[src/rtl/ulpi_reg_access_pkg.sv]
// Shared definitions for the ULPI register-access controller: TX CMD prefixes,
// RX CMD field positions and the FSM state type.
package ulpi_reg_access_pkg;

  localparam int unsigned ADDR_W = 6;
  localparam int unsigned DATA_W = 8;

  localparam logic [1:0]        TXCMD_WRITE = 2'b10;
  localparam logic [1:0]        TXCMD_READ  = 2'b11;
  localparam logic [DATA_W-1:0] BUS_IDLE    = 8'h00;

  localparam int unsigned RXCMD_LINESTATE_LSB = 0;
  localparam int unsigned RXCMD_LINESTATE_W   = 2;

  typedef enum logic [2:0] {
    ST_IDLE,
    ST_TXCMD,
    ST_WDATA,
    ST_STP,
    ST_RD_TURN1,
    ST_RD_DATA,
    ST_RD_TURN2,
    ST_ABORT
  } state_e;

  function automatic logic [DATA_W-1:0] txcmd_byte(input logic write, input logic [ADDR_W-1:0] addr);
    return {(write ? TXCMD_WRITE : TXCMD_READ), addr};
  endfunction

endpackage

[src/rtl/ulpi_reg_access_if.sv]
// Single-request register port between the USB core (master) and the ULPI
// register-access controller (slave).
interface ulpi_reg_access_if;
  import ulpi_reg_access_pkg::*;

  logic              req_valid;
  logic              req_ready;
  logic              req_write;
  logic [ADDR_W-1:0] req_addr;
  logic [DATA_W-1:0] req_wdata;
  logic              rsp_valid;
  logic              rsp_abort;
  logic [DATA_W-1:0] rsp_rdata;

  modport master (
    output req_valid, req_write, req_addr, req_wdata,
    input  req_ready, rsp_valid, rsp_abort, rsp_rdata
  );

  modport slave (
    input  req_valid, req_write, req_addr, req_wdata,
    output req_ready, rsp_valid, rsp_abort, rsp_rdata
  );

endinterface

[src/rtl/ulpi_reg_access.sv]
// Link-side ULPI controller: PHY register read/write over the 8-bit ULPI bus
// with abort/retry, plus RX CMD capture whenever the PHY owns the bus idle.
module ulpi_reg_access
  import ulpi_reg_access_pkg::*;
#(
  parameter int unsigned MAX_RETRY = 3
) (
  input  logic              ulpi_clk,
  input  logic              ulpi_reset_n,
  input  logic [DATA_W-1:0] ulpi_data_in,
  output logic [DATA_W-1:0] ulpi_data_out,
  output logic              ulpi_data_oe,
  input  logic              ulpi_direction,
  input  logic              ulpi_nxt,
  output logic              ulpi_stp,
  ulpi_reg_access_if.slave  req_if,
  output logic              rx_cmd_valid,
  output logic [DATA_W-1:0] rx_cmd,
  output logic [1:0]        linestate
);

  localparam int unsigned RETRY_W = (MAX_RETRY < 1) ? 1 : $clog2(MAX_RETRY + 1);

  state_e              state_q, state_d;
  logic                dir_q;
  logic [DATA_W-1:0]   data_out_q, data_out_d;
  logic                stp_q, stp_d;
  logic                rsp_valid_q, rsp_valid_d;
  logic                rsp_abort_q, rsp_abort_d;
  logic [DATA_W-1:0]   rsp_rdata_q, rsp_rdata_d;
  logic                rx_cmd_valid_q, rx_cmd_valid_d;
  logic [DATA_W-1:0]   rx_cmd_q, rx_cmd_d;
  logic [1:0]          linestate_q, linestate_d;
  logic [RETRY_W-1:0]  retries_q, retries_d;
  logic                req_write_q, req_write_d;
  logic [ADDR_W-1:0]   req_addr_q, req_addr_d;
  logic [DATA_W-1:0]   req_wdata_q, req_wdata_d;

  logic                bus_free;
  logic                req_ready_c;
  logic                accept;
  logic [DATA_W-1:0]   cmd_byte;

  // The link may drive only when the PHY has released the bus for a full cycle.
  assign bus_free     = ~ulpi_direction & ~dir_q;
  assign ulpi_data_oe = bus_free;
  // Gated by reset so the port reads not-ready while reset is held.
  assign req_ready_c  = ulpi_reset_n & bus_free & (state_q == ST_IDLE);
  assign accept       = req_if.req_valid & req_ready_c;
  assign cmd_byte     = txcmd_byte(req_write_q, req_addr_q);

  assign req_if.req_ready = req_ready_c;
  assign req_if.rsp_valid = rsp_valid_q;
  assign req_if.rsp_abort = rsp_abort_q;
  assign req_if.rsp_rdata = rsp_rdata_q;
  assign ulpi_data_out    = data_out_q;
  assign ulpi_stp         = stp_q;
  assign rx_cmd_valid     = rx_cmd_valid_q;
  assign rx_cmd           = rx_cmd_q;
  assign linestate        = linestate_q;

  always_comb begin
    state_d        = state_q;
    data_out_d     = data_out_q;
    stp_d          = 1'b0;
    rsp_valid_d    = 1'b0;
    rsp_abort_d    = 1'b0;
    rsp_rdata_d    = rsp_rdata_q;
    retries_d      = retries_q;
    req_write_d    = req_write_q;
    req_addr_d     = req_addr_q;
    req_wdata_d    = req_wdata_q;
    rx_cmd_valid_d = 1'b0;
    rx_cmd_d       = rx_cmd_q;
    linestate_d    = linestate_q;

    unique case (state_q)
      ST_IDLE: begin
        if (accept) begin
          req_write_d = req_if.req_write;
          req_addr_d  = req_if.req_addr;
          req_wdata_d = req_if.req_wdata;
          data_out_d  = txcmd_byte(req_if.req_write, req_if.req_addr);
          state_d     = ST_TXCMD;
        end
      end
      ST_TXCMD: begin
        if (ulpi_direction) begin
          data_out_d = BUS_IDLE;
          state_d    = ST_ABORT;
        end else if (ulpi_nxt) begin
          if (req_write_q) begin
            data_out_d = req_wdata_q;
            state_d    = ST_WDATA;
          end else begin
            data_out_d = BUS_IDLE;
            state_d    = ST_RD_TURN1;
          end
        end
      end
      ST_WDATA: begin
        if (ulpi_direction) begin
          data_out_d = BUS_IDLE;
          state_d    = ST_ABORT;
        end else if (ulpi_nxt) begin
          data_out_d = BUS_IDLE;
          stp_d      = 1'b1;
          state_d    = ST_STP;
        end
      end
      ST_STP: begin
        rsp_valid_d = 1'b1;
        retries_d   = '0;
        state_d     = ST_IDLE;
      end
      ST_RD_TURN1: begin
        state_d = ST_RD_DATA;
      end
      ST_RD_DATA: begin
        if (ulpi_direction && !ulpi_nxt) begin
          rsp_rdata_d = ulpi_data_in;
          rsp_valid_d = 1'b1;
          retries_d   = '0;
          state_d     = ST_RD_TURN2;
        end else begin
          data_out_d = BUS_IDLE;
          state_d    = ST_ABORT;
        end
      end
      ST_RD_TURN2: begin
        if (!ulpi_direction) begin
          state_d = ST_IDLE;
        end
      end
      ST_ABORT: begin
        data_out_d = BUS_IDLE;
        // Retry only once the bus has been back with the link for a full cycle.
        if (bus_free) begin
          if (32'(retries_q) < MAX_RETRY) begin
            retries_d  = retries_q + RETRY_W'(1);
            data_out_d = cmd_byte;
            state_d    = ST_TXCMD;
          end else begin
            rsp_valid_d = 1'b1;
            rsp_abort_d = 1'b1;
            retries_d   = '0;
            state_d     = ST_IDLE;
          end
        end
      end
      default: state_d = ST_IDLE;
    endcase

    // RX CMD: PHY owns the bus past turnaround with nxt low; RD_DATA owns that byte.
    if (ulpi_direction && dir_q && !ulpi_nxt && (state_q != ST_RD_DATA)) begin
      rx_cmd_d       = ulpi_data_in;
      linestate_d    = ulpi_data_in[RXCMD_LINESTATE_LSB +: RXCMD_LINESTATE_W];
      rx_cmd_valid_d = 1'b1;
    end
  end

  always_ff @(posedge ulpi_clk or negedge ulpi_reset_n) begin
    if (!ulpi_reset_n) begin
      state_q        <= ST_IDLE;
      dir_q          <= 1'b0;
      data_out_q     <= BUS_IDLE;
      stp_q          <= 1'b0;
      rsp_valid_q    <= 1'b0;
      rsp_abort_q    <= 1'b0;
      rsp_rdata_q    <= '0;
      rx_cmd_valid_q <= 1'b0;
      rx_cmd_q       <= '0;
      linestate_q    <= '0;
      retries_q      <= '0;
      req_write_q    <= 1'b0;
      req_addr_q     <= '0;
      req_wdata_q    <= '0;
    end else begin
      state_q        <= state_d;
      dir_q          <= ulpi_direction;
      data_out_q     <= data_out_d;
      stp_q          <= stp_d;
      rsp_valid_q    <= rsp_valid_d;
      rsp_abort_q    <= rsp_abort_d;
      rsp_rdata_q    <= rsp_rdata_d;
      rx_cmd_valid_q <= rx_cmd_valid_d;
      rx_cmd_q       <= rx_cmd_d;
      linestate_q    <= linestate_d;
      retries_q      <= retries_d;
      req_write_q    <= req_write_d;
      req_addr_q     <= req_addr_d;
      req_wdata_q    <= req_wdata_d;
    end
  end

endmodule

[src/flat_wrapper.sv]
// flat-port wrapper written by rule: the top's interface ports become plain ports
module ulpi_reg_access_flat import ulpi_reg_access_pkg::*;
#(
  parameter int unsigned MAX_RETRY = 3
)
  (ulpi_clk, ulpi_reset_n, ulpi_data_in, ulpi_data_out, ulpi_data_oe, ulpi_direction, ulpi_nxt, ulpi_stp, rx_cmd_valid, rx_cmd, linestate, req_if_req_valid, req_if_req_write, req_if_req_addr, req_if_req_wdata, req_if_req_ready, req_if_rsp_valid, req_if_rsp_abort, req_if_rsp_rdata);
  ulpi_reg_access_if req_if_i ();
  input  logic ulpi_clk;
  input  logic ulpi_reset_n;
  input  logic [DATA_W-1:0] ulpi_data_in;
  output logic [DATA_W-1:0] ulpi_data_out;
  output logic ulpi_data_oe;
  input  logic ulpi_direction;
  input  logic ulpi_nxt;
  output logic ulpi_stp;
  output logic rx_cmd_valid;
  output logic [DATA_W-1:0] rx_cmd;
  output logic [1:0] linestate;
  input wire logic [$bits(req_if_i.req_valid)-1:0] req_if_req_valid;
  input wire logic [$bits(req_if_i.req_write)-1:0] req_if_req_write;
  input wire logic [$bits(req_if_i.req_addr)-1:0] req_if_req_addr;
  input wire logic [$bits(req_if_i.req_wdata)-1:0] req_if_req_wdata;
  output wire logic [$bits(req_if_i.req_ready)-1:0] req_if_req_ready;
  output wire logic [$bits(req_if_i.rsp_valid)-1:0] req_if_rsp_valid;
  output wire logic [$bits(req_if_i.rsp_abort)-1:0] req_if_rsp_abort;
  output wire logic [$bits(req_if_i.rsp_rdata)-1:0] req_if_rsp_rdata;
  assign req_if_i.req_valid = req_if_req_valid;
  assign req_if_i.req_write = req_if_req_write;
  assign req_if_i.req_addr = req_if_req_addr;
  assign req_if_i.req_wdata = req_if_req_wdata;
  assign req_if_req_ready = req_if_i.req_ready;
  assign req_if_rsp_valid = req_if_i.rsp_valid;
  assign req_if_rsp_abort = req_if_i.rsp_abort;
  assign req_if_rsp_rdata = req_if_i.rsp_rdata;
  ulpi_reg_access #(.MAX_RETRY(MAX_RETRY)) u_core (.ulpi_clk(ulpi_clk), .ulpi_reset_n(ulpi_reset_n), .ulpi_data_in(ulpi_data_in), .ulpi_data_out(ulpi_data_out), .ulpi_data_oe(ulpi_data_oe), .ulpi_direction(ulpi_direction), .ulpi_nxt(ulpi_nxt), .ulpi_stp(ulpi_stp), .req_if(req_if_i), .rx_cmd_valid(rx_cmd_valid), .rx_cmd(rx_cmd), .linestate(linestate));
endmodule
[config.mk]
export PLATFORM = sky130hd
export DESIGN_NAME = ulpi_reg_access_flat
export DESIGN_NICKNAME = d
export VERILOG_FILES = /design/src/rtl/ulpi_reg_access_pkg.sv /design/src/rtl/ulpi_reg_access_if.sv /design/src/rtl/ulpi_reg_access.sv /design/src/flat_wrapper.sv
export SDC_FILE = /design/constraint.sdc
export NUM_CORES = 1
export LEC_CHECK = 0
export CORE_MARGIN = 3
export CORE_UTILIZATION = 52
export DETAILED_ROUTE_END_ITERATION = 6
export PLACE_DENSITY_LB_ADDON = 0.08
export SYNTH_ARGS = -nofsm -noshare
export SYNTH_HDL_FRONTEND = slang
export SYNTH_SLANG_ARGS = --single-unit
export TNS_END_PERCENT = 1
[constraint.sdc]
create_clock -name ulpi_clk -period 4.9 [get_ports ulpi_clk]
set_input_delay 0.49 -clock ulpi_clk [delete_from_list [all_inputs] [get_ports ulpi_clk]]
set_output_delay 0.49 -clock ulpi_clk [all_outputs]
set_load 0.1 [all_outputs]
==> metrics.txt <==
result of the run completed; CTS clk-pin slew, worst paths 80 ps; sum of routed wire length over all layers 4587 µm; clk buf depth 2; cell with the most instances on the worst path sky130_fd_sc_hd__clkdlybuf4s50_1; final worst path period share 67.76%; unrepaired setup endpoints after global routing false; H-Tree Depth 2; met1 usage in global routing 24.29%; total clock buffers created by CTS 5; master of the slowest instance on the critical path sky130_fd_sc_hd__clkdlybuf4s50_1; slew at the pin closest to its max-slew limit 1003 ps; kind of capture point of the worst setup path primary output; TritonCTS clock tree built; vias post-DR 1,544; height of the die 71.87 µm; Routed WL per cell 16.56 µm; number of buffers inserted by post-CTS setup repair 0; Residual DRC 0; master cell of the clock root buffer sky130_fd_sc_hd__clkbuf_8; placeable core region 4086 µm²; hold violation count in the final report 0; Hold WC Path Type primary input to asynchronous set/reset pin; critical path peak fanout 12; cell type with the highest aggregate area in the netlist sky130_fd_sc_hd__dfrtp_1; type of origin of the critical path primary input; share of flip-flops with an asynchronous set or reset 100.0%; classification of the worst setup path primary input to primary output; synth unique cells 41; area of the mapped netlist 2256 µm²; final-report max-slew violation count 0; overflow left after global routing 0; sum of buffers and inverters on the critical path 2; ordered cell list for the critical path clkdlybuf4s50_1 -> nor2_1 -> and4b_1 -> clkdlybuf4s50_1; number of port buffers 59; worst-case clock skew 6.413 ps; most frequent cells in the layout sky130_fd_sc_hd__clkdlybuf4s50_1, sky130_fd_sc_hd__dfrtp_1, sky130_fd_sc_hd__mux2_2; fraction of final layout cells sized beyond drive strength 1 21.59%; number of buffers added to fix hold violations after cts 0; Overall Global Routing Usage 19.13%; met3 track demand over resource 5.330%; Starting Density 55.21%; final-report setup violation count 0; # resized after CTS 0; final-stage net count 256; # clock sinks 49; Peak Freq 0.3012 GHz; time the worst path needs with I/O delays and setup 3320 ps; slew margin rel. 32.61%; via count of the first global-routing pass 1,562; wire length of the first global-routing pass 7645 µm; highest-utilization routing layer at the global route stage met2; router iterations before antenna repair 5; Iter 0 DRT Violations 155; Rows 23; Top Family by Delay on Critical Path buffers and inverters; Synthesized Nets 199; Arr. time, crit path 2830 ps; Setup TNS Final 0 ps; Die Footprint 5165 µm²; largest incremental delay on the critical path 1140 ps; antenna violations before repair 0; pin count of the biggest net entering global routing 52; met2 Usage GRT 31.12%; FF+latch count, synth 49; GPL Wtd Cong 0.8569; Worst EP required 4410 ps; number of max-capacitance violations reported 0; number of flops mapped to enable cells by yosys 0; Most used DFF post-synth sky130_fd_sc_hd__dfrtp_1; area growth from synthesis to final layout 29.67%; Synth area leaders sky130_fd_sc_hd__dfrtp_1, sky130_fd_sc_hd__mux2_2, sky130_fd_sc_hd__mux2i_1; leading cell type in the layout, fill and taps excluded sky130_fd_sc_hd__clkdlybuf4s50_1; DP Wirelength 3274 µm; Antenna Violating Nets Remaining 0; clock network latency to the later pin of the worst-skew pair 300 ps; sequential-to-total area share from yosys stat 54.35%; boundary pin count 60; count of warnings emitted by yosys 0; ant diodes 0; via density per instance 5.574; die span in x 71.87 µm; synthesized area per cell 13.27 µm²; Post-Syn Instances 170; Synth top area share 54.35%
-- sequential cells by signal, summed over array words and instances (netlist names) --
register and count:
u_core.req_if.rsp_rdata 8, u_core.ulpi_stp 1, u_core.rx_cmd_valid 1, u_core.ulpi_data_out 8, u_core.req_write_q 1, u_core.req_if.rsp_valid 1
u_core.rx_cmd 7, u_core.req_wdata_q 8, u_core.req_if.rsp_abort 1, u_core.state_q 3, u_core.linestate 1, u_core.retries_q 2
u_core.req_addr_q 6, u_core.dir_q 1
-- logic make-up after synthesis --
| group | Yosys count | synth area share, % |
|---|---|---|
| xor+xnor | 1 | 1.220 |
| buf+inv | 22 | 5.213 |
| simple gates | 31 | 9.207 |
| mux | 40 | 19.69 |
| flops | 49 | 54.35 |
| fa+ha+maj | 1 | 0.5545 |
| compound gates | 26 | 9.762 |
-- synthesized netlist by cell type, types with 2 or more instances --
cell                       count
sky130_fd_sc_hd__a21oi_1       3
sky130_fd_sc_hd__and3_1        3
sky130_fd_sc_hd__nand2b_1      2
sky130_fd_sc_hd__mux2_2       31
sky130_fd_sc_hd__dfrtp_1      49
sky130_fd_sc_hd__buf_4         3
sky130_fd_sc_hd__nor2b_1       2
sky130_fd_sc_hd__nor2_1        7
sky130_fd_sc_hd__mux2i_1       8
sky130_fd_sc_hd__o21ai_0       5
sky130_fd_sc_hd__nand2_1       5
sky130_fd_sc_hd__and4b_1       3
sky130_fd_sc_hd__buf_6         3
sky130_fd_sc_hd__inv_1        12
sky130_fd_sc_hd__a222oi_1      7
sky130_fd_sc_hd__clkbuf_1      2
-- worst paths after layout --
kind,startpoint,slack [ps],cells after the start,endpoint
setup / recovery,ulpi_direction,1580,4,req_if_req_ready
hold / removal,ulpi_reset_n,300,2,u_core.req_if.rsp_rdata[7]
setup reg to reg,u_core.state_q[0],2400,4,u_core.ulpi_data_out[7]
hold reg to reg,u_core.req_if.rsp_rdata[4],510,1,u_core.req_if.rsp_rdata[4]
max in group asynchronous,ulpi_reset_n,4180,2,u_core.req_wdata_q[3]
min in group ulpi_clk,u_core.req_if.rsp_rdata[4],510,1,u_core.req_if.rsp_rdata[4]
-- area by class of cell --
type	count	area, µm²
clock buffers	7	86.33
multi-input cells	99	912.1
flip-flops and latches	49	1226
well taps	50	62.56
inverters	12	45.04
fillers	274	1161
repair buffers	60	593.1
-- metrics by stage --
step / instance area [µm²] / util (%) / hold WS, ps / instances / setup WS, ps
after floorplan: 2256 / - / 194.4 / 170 / 1984
after global placement: 2839 / 69.47 / 487.9 / 270 / 1643
after detailed placement: 2839 / 69.47 / 493.9 / 270 / 1595
after CTS: 2925 / 71.59 / 315.1 / 277 / 1594
after global routing: 2925 / 71.59 / 336.9 / 277 / 1480
final: 2925 / 71.59 / 297.8 / 277 / 1580
-- per-layer routing --
metal | vias to the layer above | wire, µm | share of wire, %
met2 | 53 | 2243 | 49
met3 | 10 | 254 | 5.5
met5 | - | 0 | 0
met1 | 755 | 1985 | 43
li1 | 726 | - | -
met4 | 0 | 103 | 2.2
Power is left out: the tool's default activity adds up to more than one toggle a clock period on the data nets, which glitch-free logic cannot reach.
==> patch 1 (config.mk and constraints unchanged) <==
Reset style: synchronous (`ulpi_reset_n`), changed in one clocked block.
--- a/src/rtl/ulpi_reg_access.sv
+++ b/src/rtl/ulpi_reg_access.sv
@@ -159,7 +159,7 @@
     end
   end
 
-  always_ff @(posedge ulpi_clk or negedge ulpi_reset_n) begin
+  always_ff @(posedge ulpi_clk) begin
     if (!ulpi_reset_n) begin
       state_q        <= ST_IDLE;
       dir_q          <= 1'b0;
Function: differs if ulpi_reset_n is asserted again (counterexample within 4 cycles, from zero or initial values and one cycle with ulpi_reset_n low); with ulpi_reset_n held inactive, the same outputs for 10 cycles.
==> patch 1 against the original RTL <==
- first-iteration DRC count shrank 0.65%
- critical path type unchanged
- non-clock buffer count grew 1
- hold slack gained 0.16 ns
- design area grew 0.60%
- routed wire length grew 8.6%
- sequential cell count is the same
- synthesized area grew 0.72%
- setup slack gained 0.23 ns
- largest cell class is now multi-input combinational cells
==> patch 1: results (changes against the original RTL) <==
Drt
  • Met2 routed WL: 2410 um (+7.4%)
  • Met3 Wirelength: 315 um (+24%)
  • Initial DRC count: 154 (-0.65%)
  • DRT Pass-1 Iters: 4 (-1)
  • Wl on met1: 2200 um (+11%)
  • Routed WL: 4980 um (+8.6%)
  • Vias: 1904 (+23%)

Critical path
  • Reg2Reg Setup Slack: 2.81 ns (+0.41 ns)
  • Crit-path max FO: 14 (+2)
  • Crit path DAT: 2.60 ns (-0.23 ns)
  • RR Endpoint: u_core.ulpi_data_out[1]$_SDFFE_PN0P_
  • FF-to-FF Start: u_core.state_q[1]$_SDFFE_PN0P_
  • FF-to-FF path depth: 4 (unchanged)

Global routing
  • GR met3 Demand/Resource: 5.68% (+0.35 points)
  • Global-route wire length before repair: 8490 um (+11%)
  • GRT met1 Usage: 25.5% (+1.2 points)
  • Largest net degree at the start of global routing: 34 (-35%)
  • Met2 Use GR: 33.7% (+2.5 points)
  • Total track usage: 20.6% (+1.5 points)

Yosys
  • Post-synth cell types: 47 (+15%)
  • Xor-xnor portion of the synthesized cell area: 0.385% (-0.83 points)
  • Post-synthesis mux area share: 7.49% (-12 points)
  • Compound-Gate Fraction of Synth Area: 20.0% (+10 points)
  • Asr flop ratio synth: 0% (-100 points)
  • Sequential area share after synthesis: 43.2% (-11 points)
  • Synth Area in Adders: 0.551% (-0.0040 points)
  • Top cells by area in the synthesized netlist: dfxtp_1, mux2i_1, nand2_1
  • Synth Flop Type: dfxtp_1
  • Top post-synthesis cells by count: dfxtp_1, nand2_1, mux2i_1, nor2b_1, a21boi_1

Min path
  • Tightest Hold Check Type: flop to flop

Timing
  • Clock Skew: 0.00476 ns (-0.00165 ns)
  • Hold_ws: 0.455 ns (+0.157 ns)

Finish
  • Final #Nets: 323 (+26%)
  • Fraction of layout instances using a drive strength above 1: 7.80% (-14 points)

Placement
  • Detail Placement HPWL: 3390 um (+3.6%)
  • Routability Congestion: 0.842 (-1.8%)

Status
  • Outcome: finished clean

CTS
  • Worst-case clock buffer depth: 2 (unchanged)
## patch 1: changes by cell type after synthesis, sizes merged, moves of 8 or more
cell and change:
dfrtp -49, dfxtp +49, nand2 +39, mux2 -32, a21boi +15, nor2b +15
a31oi +9, mux2i +9, inv -8, o31ai +8
## patch 1: area by class of cell
type	instances	area [sq um]
fillers	341	1170
multi-input cells	173	1160
flip-flops and latches	49	981
repair buffers	61	603
clock buffers	7	86.3
well taps	50	62.6
clock inverters	1	30.0
inverters	4	15.0
## patch 1: critical path, cell delays in order
cell	delay, ns
clkdlybuf4s50_1	0.66
nor2_2	0.28
clkdlybuf4s50_1	1.17
## patch 1: stage by stage
stage,util [%],total power [mW],setup WS (ns),cell area (sq um),cells
2_1_floorplan,-,0.603,2.60,2270,245
3_3_place_gp,68.7,0.661,1.86,2830,337
3_5_place_dp,68.7,0.663,1.80,2830,337
4_1_cts,71.5,0.955,1.80,2940,345
5_1_grt,71.5,0.990,1.70,2940,345
6_report,71.5,0.949,1.81,2940,345
## patch 1: worst max-delay path by stage
stage	start	end
5_1_grt	ulpi_direction	ulpi_data_oe
4_1_cts	ulpi_direction	ulpi_data_oe
3_3_place_gp	ulpi_direction	ulpi_data_oe
2_1_floorplan	ulpi_direction	u_core.state_q[2]$_SDFFE_PN0P_
3_5_place_dp	ulpi_direction	ulpi_data_oe
6_report	ulpi_direction	ulpi_data_oe
## patch 1: cell families (layout without fill, tap and decap cells)
family / after synthesis / count (layout)
buffers and inverters: 23 / 73
flip-flops: 49 / 49
XOR/XNOR: 1 / 1
adder cells (fa/ha/maj): 1 / 1
AO/OA/AOI/OAI: 62 / 62
multiplexers: 17 / 17
AND/OR/NAND/NOR: 92 / 92
==> patch 2 (same flow settings) <==
Without the edit above. Re-encode `state_e` (8 states) as one-hot, 8 bits wide.
--- a/src/rtl/ulpi_reg_access_pkg.sv
+++ b/src/rtl/ulpi_reg_access_pkg.sv
@@ -12,15 +12,15 @@
   localparam int unsigned RXCMD_LINESTATE_LSB = 0;
   localparam int unsigned RXCMD_LINESTATE_W   = 2;
 
-  typedef enum logic [2:0] {
-    ST_IDLE,
-    ST_TXCMD,
-    ST_WDATA,
-    ST_STP,
-    ST_RD_TURN1,
-    ST_RD_DATA,
-    ST_RD_TURN2,
-    ST_ABORT
+  typedef enum logic [7:0] {
+    ST_IDLE     = 8'b00000001,
+    ST_TXCMD    = 8'b00000010,
+    ST_WDATA    = 8'b00000100,
+    ST_STP      = 8'b00001000,
+    ST_RD_TURN1 = 8'b00010000,
+    ST_RD_DATA  = 8'b00100000,
+    ST_RD_TURN2 = 8'b01000000,
+    ST_ABORT    = 8'b10000000
   } state_e;
 
   function automatic logic [DATA_W-1:0] txcmd_byte(input logic write, input logic [ADDR_W-1:0] addr);
Check against the original RTL: no difference found for any inputs over 10 cycles, from zero or initial values and one cycle with ulpi_reset_n low; not proved beyond that.
==> patch 2 against the original RTL <==
- routed wire length is 22% higher
- setup slack lost 0.14 ns
- highest routed layer unchanged
- cell count increased by 7.2%
- design area increased by 8.1%
- sequential cell count grew 5
- register-to-register slack worse by 0.11 ns
- synthesized area up 11%
==> patch 2: results (changes against the original RTL) <==
Finish
  • Filler cells: 323 (+18%)
  • Fraction of layout instances using a drive strength above 1: 23.7% (+2.1 points)
  • N_diodes: 0 (unchanged)
  • Final #Nets: 274 (+7.0%)

Power
  • Max IR drop VDD: 0.000379 V
  • Pint: approximately 1 mW

Placement
  • Detail Placement HPWL: 4150 um (+27%)
  • Routability Congestion: 0.907 (+5.9%)

Drt
  • DR top layer: met4
  • Vias: 1785 (+16%)
  • Routed WL: 5620 um (+22%)
  • Initial DRC count: 127 (-18%)
  • DRT Pass-1 Iters: 4 (-1)
  • Met3 Wirelength: 283 um (+11%)
  • Met2 routed WL: 2870 um (+28%)
  • Wl on met1: 2380 um (+20%)

Yosys
  • Top post-synthesis cells by count: dfrtp_1, mux2_2, nor4b_1
  • Sequential area share after synthesis: 54.1% (-0.28 points)
  • Top cells by area in the synthesized netlist: dfrtp_1, mux2_2, nor4b_1
  • Synth Net Count: 219 (+10%)
  • Area leader, netlist: dfrtp_1
  • Asr flop ratio synth: 100% (unchanged)
  • Post-synth cell types: 42 (+2.4%)

Global routing
  • GR met3 Demand/Resource: 4.49% (-0.84 points)
  • Global-route wire length before repair: 8990 um (+18%)
  • Largest net degree at the start of global routing: 56 (+7.7%)
  • Met2 Use GR: 35.2% (+4.1 points)
  • Initial antenna violation count: 0 (unchanged)
  • Total track usage: 21.3% (+2.2 points)
  • GRT met1 Usage: 28.1% (+3.8 points)
  • Vias in the first global route: 1844 (+18%)

Min path
  • Tightest Hold Check Type: input port to async pin

Critical path
  • Reg2Reg Setup Slack: 2.29 ns (-0.11 ns)
  • Crit path DAT: 2.97 ns (+0.14 ns)
  • RR Endpoint: u_core.ulpi_data_out[6]$_DFFE_PN0P_
  • Crit-path max FO: 7 (-5)
  • FF-to-FF Start: u_core.state_q[3]$_DFFE_PN0P_
  • Critical Path Start: u_core.state_q[6]$_DFFE_PN0P_
  • Setup crit end: req_if_req_ready

CTS
  • Root cell of the clock tree: clkbuf_8
  • Cts repair resizes: 0 (unchanged)

Timing
  • Slew HR: 33.2% (+0.57 points)
  • Clock Skew: 0.0123 ns (+0.00589 ns)

Status
  • Outcome: finished clean
==> patch 2: critical path: stages (launching register included) <==
cell and delay (ns):
dfrtp_1 0.48, nor4_2 0.50, and4b_2 0.39, and3_1 0.17
clkdlybuf4s50_1 1.12
==> patch 2: worst min path at each step <==
stage	start	endpoint	slack [ns]	cells past startpoint
5_1_grt	ulpi_reset_n	u_core.req_if.rsp_rdata[6]$_DFFE_PN0P_	0.37	2
3_3_place_gp	u_core.req_addr_q[2]$_DFFE_PN0P_	u_core.req_addr_q[2]$_DFFE_PN0P_	0.48	1
6_report	ulpi_reset_n	u_core.req_if.rsp_rdata[6]$_DFFE_PN0P_	0.31	2
2_1_floorplan	ulpi_reset_n	u_core.dir_q$_DFF_PN0_	0.19	0
3_5_place_dp	u_core.req_if.rsp_rdata[1]$_DFFE_PN0P_	u_core.req_if.rsp_rdata[1]$_DFFE_PN0P_	0.49	1
4_1_cts	ulpi_reset_n	u_core.req_if.rsp_rdata[6]$_DFFE_PN0P_	0.34	2
==> patch 2: power groups by stage <==
stage / Clock [mW] / Combinational (mW) / Sequential (mW)
6_report: 0.242 / 0.903 / 0.669
5_1_grt: 0.261 / 0.947 / 0.687
4_1_cts: 0.245 / 0.914 / 0.668
3_5_place_dp: 0 / 0.912 / 0.677
3_3_place_gp: 0 / 0.893 / 0.666
2_1_floorplan: 0 / 0.385 / 0.984
==> patch 2: cell families (layout without fill, tap and decap cells) <==
family / Yosys count / count (layout) / synth area share [%]
flip-flops: 54 / 54 / 54.1
adder cells (fa/ha/maj): 1 / 1 / 0.500
AO/OA/AOI/OAI: 21 / 21 / 6.85
buffers and inverters: 14 / 69 / 3.65
multiplexers: 41 / 41 / 18.5
AND/OR/NAND/NOR: 57 / 57 / 15.8
XOR/XNOR: 2 / 2 / 0.700
==> patch 2: area by class of cell <==
| type | count | area share [%] |
|---|---|---|
| Inverter | 1 | 0.119 |
| Multi-Input combinational cell | 122 | 33.4 |
| Clock buffer | 5 | 2.18 |
| Sequential cell | 54 | 42.8 |
| Timing Repair Buffer | 61 | 19.0 |
| Clock inverter | 2 | 0.435 |
| Tap cell | 52 | 2.06 |
==> patch 2: stage by stage <==
| step | worst slack [ns] | hold slack [ns] | util, % | cells | cell area (sq um) |
|---|---|---|---|---|---|
| final | 1.44 | 0.311 | 70.2 | 297 | 3160 |
| after floorplan | 1.42 | 0.194 | - | 190 | 2500 |
| after global routing | 1.35 | 0.369 | 70.2 | 297 | 3160 |
| after detailed placement | 1.63 | 0.495 | 68.4 | 290 | 3080 |
| after CTS | 1.44 | 0.341 | 70.2 | 297 | 3160 |
| after global placement | 1.70 | 0.479 | 68.4 | 290 | 3080 |
